--- src/rtl/ram_boot_loader.sv ---
// Serial boot loader: assembles byte pairs into 16-bit words, writes them to RAM, then releases the CPU.
// Optional trailing checksum word is enabled by defining RAM_BOOT_LOADER_CHECKSUM_EN.
module ram_boot_loader #(
  parameter int LOAD_WORDS = 4096
) (
  input  logic        clk,
  input  logic        reset,
  input  logic        rx_valid,
  input  logic [7:0]  rx_data,
  output logic        rx_ready,
  input  logic [11:0] cpu_address,
  input  logic        cpu_write,
  input  logic        cpu_read,
  input  logic [15:0] cpu_writedata,
  output logic [11:0] ram_address,
  output logic        ram_write,
  output logic        ram_read,
  output logic [15:0] ram_writedata,
  output logic        cpu_reset,
  output logic        done,
  output logic        error
);

  localparam logic [2:0] RECV_HI  = 3'd0;
  localparam logic [2:0] RECV_LO  = 3'd1;
  localparam logic [2:0] WRITE    = 3'd2;
  localparam logic [2:0] DONE     = 3'd3;
`ifdef RAM_BOOT_LOADER_CHECKSUM_EN
  localparam logic [2:0] CHECK_HI = 3'd4;
  localparam logic [2:0] CHECK_LO = 3'd5;
  localparam logic [2:0] ERROR    = 3'd6;
`endif

  // 13-bit counter so a full 4096-word load finishes without wrapping to 0
  localparam logic [12:0] LAST_WORD = 13'(LOAD_WORDS - 1);

  logic [2:0]  state;
  logic [12:0] word_count;
  logic [7:0]  hi, lo;
  logic        accept;
`ifdef RAM_BOOT_LOADER_CHECKSUM_EN
  logic [15:0] checksum;
`endif

  assign accept = rx_valid && rx_ready;

  always_ff @(posedge clk) begin
    if (reset) begin
      state      <= RECV_HI;
      word_count <= '0;
      hi         <= '0;
      lo         <= '0;
`ifdef RAM_BOOT_LOADER_CHECKSUM_EN
      checksum   <= '0;
`endif
    end else begin
      case (state)
        RECV_HI: if (accept) begin
          hi    <= rx_data;
          state <= RECV_LO;
        end
        RECV_LO: if (accept) begin
          lo    <= rx_data;
          state <= WRITE;
        end
        WRITE: begin
          word_count <= word_count + 13'd1;
`ifdef RAM_BOOT_LOADER_CHECKSUM_EN
          checksum   <= checksum + {hi, lo};
          state      <= (word_count == LAST_WORD) ? CHECK_HI : RECV_HI;
`else
          state      <= (word_count == LAST_WORD) ? DONE : RECV_HI;
`endif
        end
`ifdef RAM_BOOT_LOADER_CHECKSUM_EN
        // checksum high byte reuses the hi register; the low byte is compared straight off the bus
        CHECK_HI: if (accept) begin
          hi    <= rx_data;
          state <= CHECK_LO;
        end
        CHECK_LO: if (accept) state <= ({hi, rx_data} == checksum) ? DONE : ERROR;
        ERROR:    state <= ERROR;
`endif
        DONE:    state <= DONE;
        default: state <= RECV_HI;
      endcase
    end
  end

  always_comb begin
    rx_ready      = 1'b0;
    ram_address   = word_count[11:0];
    ram_writedata = {hi, lo};
    ram_write     = 1'b0;
    ram_read      = 1'b0;
    cpu_reset     = 1'b1;
    done          = 1'b0;
    case (state)
      RECV_HI, RECV_LO: rx_ready = 1'b1;
`ifdef RAM_BOOT_LOADER_CHECKSUM_EN
      CHECK_HI, CHECK_LO: rx_ready = 1'b1;
`endif
      WRITE: ram_write = 1'b1;
      DONE: begin
        cpu_reset     = 1'b0;
        done          = 1'b1;
        ram_address   = cpu_address;
        ram_write     = cpu_write;
        ram_read      = cpu_read;
        ram_writedata = cpu_writedata;
      end
      default: ;
    endcase
  end

`ifdef RAM_BOOT_LOADER_CHECKSUM_EN
  assign error = (state == ERROR);
`else
  assign error = 1'b0;
`endif

endmodule

--- config.mk ---
export PLATFORM = sky130hd
export DESIGN_NAME = ram_boot_loader
export DESIGN_NICKNAME = d
export VERILOG_FILES = /design/src/rtl/ram_boot_loader.sv
export SDC_FILE = /design/constraint.sdc
export NUM_CORES = 1
export LEC_CHECK = 0
export ABC_CLOCK_PERIOD_IN_PS = 1750
export CAP_MARGIN = 20
export CORE_MARGIN = 2
export CORE_UTILIZATION = 35
export CTS_CLUSTER_SIZE = 24
export DETAILED_ROUTE_END_ITERATION = 8
export GPL_TIMING_DRIVEN = 1
export PLACE_DENSITY = 0.73
export SLEW_MARGIN = 20
export SYNTH_ARGS = -nofsm -noshare
export SYNTH_HDL_FRONTEND = slang
export SYNTH_SLANG_ARGS = --single-unit
export TNS_END_PERCENT = 10
--- constraint.sdc ---
create_clock -name clk -period 1.75 [get_ports clk]
set_clock_uncertainty 0.1 [all_clocks]
set_input_delay 0.175 -clock clk [delete_from_list [all_inputs] [get_ports clk]]
set_output_delay 0.175 -clock clk [all_outputs]
set_load 0.005 [all_outputs]
==> metrics <==
outcome=complete, no violations; CTS Buffer Depth=2; placed cell count=~310; synth warn=0; antenna cells=0; Seq cells post-synth=31; synthesized area=1670 µm²; Async SR Flop Fraction=0%; DR WL/cell=13.7 µm; Non-Filler Instances=316; top sig layer=met4; Seq/Total Area, Yosys=~37%; metal2 WL=approximately 2.1 mm; largest net degree at the start of global routing=17; Initial DRC Count=73; Port Buffers=73; Met1 Wirelength=1.89 mm; Die X=73.0 µm; die height=73.0 µm; dominant synthesized flop cell=dfxtp_1; First-pass DRT Iterations=4; Hold Crit Class=flop to flop; area fraction of the dominant cell type after synthesis=37.2%; filler cell count=~420; PwrDens=681 nW/µm²; top cells by area, synth=dfxtp_1 37%, mux2_2 18%, mux2i_1 10%; root buf cell=clkbuf_8; Skew-Pair Late Insertion Delay=between 0.2 and 0.3 ns; DR vias/cell=~5; Slew Viols, Final=0; clk slew on worst S/H paths=about 0.060 ns; Worst Path Max Fanout=12; share of cells above drive strength 1=between 30% and 40%; GRT overflow=0; Num CTS Buffers=5; Hold-fix buffers, CTS=0; GP Congestion=roughly 0.8; Max VDD drop=0.000379 V; Mapped Avg Cell Area=between 9 and 10 µm²; count of cell types in the netlist=34; Nets=303; Final Cell Area=between 2000 and 3000 µm²; Post-synth EDFFs=0; antenna-violating nets left=0; RSZ-0062 raised after global routing=yes; Remaining DRCs=0; area leader, netlist=dfxtp_1; TritonCTS clock tree=yes; Initial Util=35.8%; minimum clock period=1.72 ns; row count=25; routed wl met3=~290 µm; clk sinks=31; H-tree depth=2; initial antenna violation count=0; Layout area overhead=58.7%; most common cell after layout, fill and taps aside=clkdlybuf4s50_1; fin crit share=98.5%; Crit path required time=1.47 ns; Setup crit end kind=output pin; CP Class=flop to output pin; WHS=between 0.3 and 0.4 ns; final hold vios=0; Placement Cell Area=around 2500 µm²; # IOs=75; Critical Path AT=around 1.5 ns; via count=between 1500 and 2000; Setup TNS=0 ns; static leakage=1.29 nW; HPWL Detailed=around 3.1 mm; full die area=5330 µm²; final setup fails=0; max_cap viols=0; Synth Instances=around 180; vias in the first global route=~1500; most frequent cells in the layout=42 x clkdlybuf4s50_1, 29 x dfxtp_1, 26 x mux2_2; GRT Total Usage=approximately 17%; fmax=a little under 600 MHz; core area=4660 µm²; Synth Net Count=roughly 220; first-pass GRT wire length=around 7.0 mm; DRT Wirelength=about 4.3 mm; startpoint types=flop
-- critical path, stage by stage (launching register included) --
cell,delay (ns)
dfxtp_4,0.37
buf_6,0.16
and3_1,0.15
clkdlybuf4s50_1,0.49
-- final timing paths --
kind	end	start	slack, ns	cells after the start
worst min register to register	lo[6]$_SDFFE_PP0P_	lo[6]$_SDFFE_PP0P_	0.39	2
worst min-delay path	lo[6]$_SDFFE_PP0P_	lo[6]$_SDFFE_PP0P_	0.39	2
worst max-delay path	ram_read	state[1]$_SDFFE_PP0P_	0.03	3
worst max register to register	word_count[11]$_SDFFE_PP0N_	state[0]$_SDFFE_PP0P_	0.12	4
-- stage by stage --
stage                     setup slack [ns]  power (mW)  util [%]
after floorplan                      0.128       0.907         -
after global placement              0.0924        1.10      54.6
after detailed placement            0.0541        1.11      54.6
after CTS                           -0.137        1.83      58.8
after global routing               -0.0211        1.88      56.8
final                               0.0268        1.80      56.8
-- logic make-up (layout without fill, tap and decap cells) --
group / Yosys count / count (layout) / share of synthesized area, %
simple gates: 53 / 53 / 18.2
mux: 44 / 44 / 28.4
flops: 31 / 31 / 37.2
compound gates: 22 / 22 / 7.95
buf+inv: 20 / 107 / 5.63
xor+xnor: 3 / 3 / 1.58
fa+ha+maj: 1 / 1 / 0.750
other cells: 1 / 1 / 0.225
-- timing repair --
item                                    in CTS  in global routing
setup buffers                                2                  0
gates cloned                                 1                  0
endpoints found under the setup margin      31                 28
pin swaps                                    1                  1
resized for setup                           72                 30
-- registers in the layout (all words and copies together), names as in the netlist --
register    flops
word_count     13
lo              8
state           2
hi              8
-- final cells by class --
cell class	count	area [µm²]	share of cell area [%]
multi-input cells	124	970	36.6
repair buffers	91	837	31.6
flip-flops and latches	31	626	23.6
clock buffers	6	82.6	3.12
well taps	54	67.6	2.55
clock inverters	2	35.0	1.32
inverters	8	30.0	1.13
-- routing by layer --
metal,up-vias,GRT usage [%]
li1,795,-
met1,746,20.4
met2,50,28.6
met3,7,5.66
met4,0,4.73
met5,-,0
-- cell usage after synthesis, types with 4 or more instances --
library cell and instances:
inv_1 8, buf_2 6, nand3_1 5, o31ai_1 4, mux2i_1 17, or4_1 4
nor2_1 21, o21ai_0 7, dfxtp_1 31, mux2_2 27, a21oi_1 9, nand2_1 4
-- power by group --
group / leakage, nW / switching, mW / internal (mW)
combinational: 0.973 / 0.120 / 0.206
sequential: 0.253 / 0.0184 / 0.736
clock: 0.0612 / 0.263 / 0.460
No activity file was read; power rests on OpenSTA's default activity.
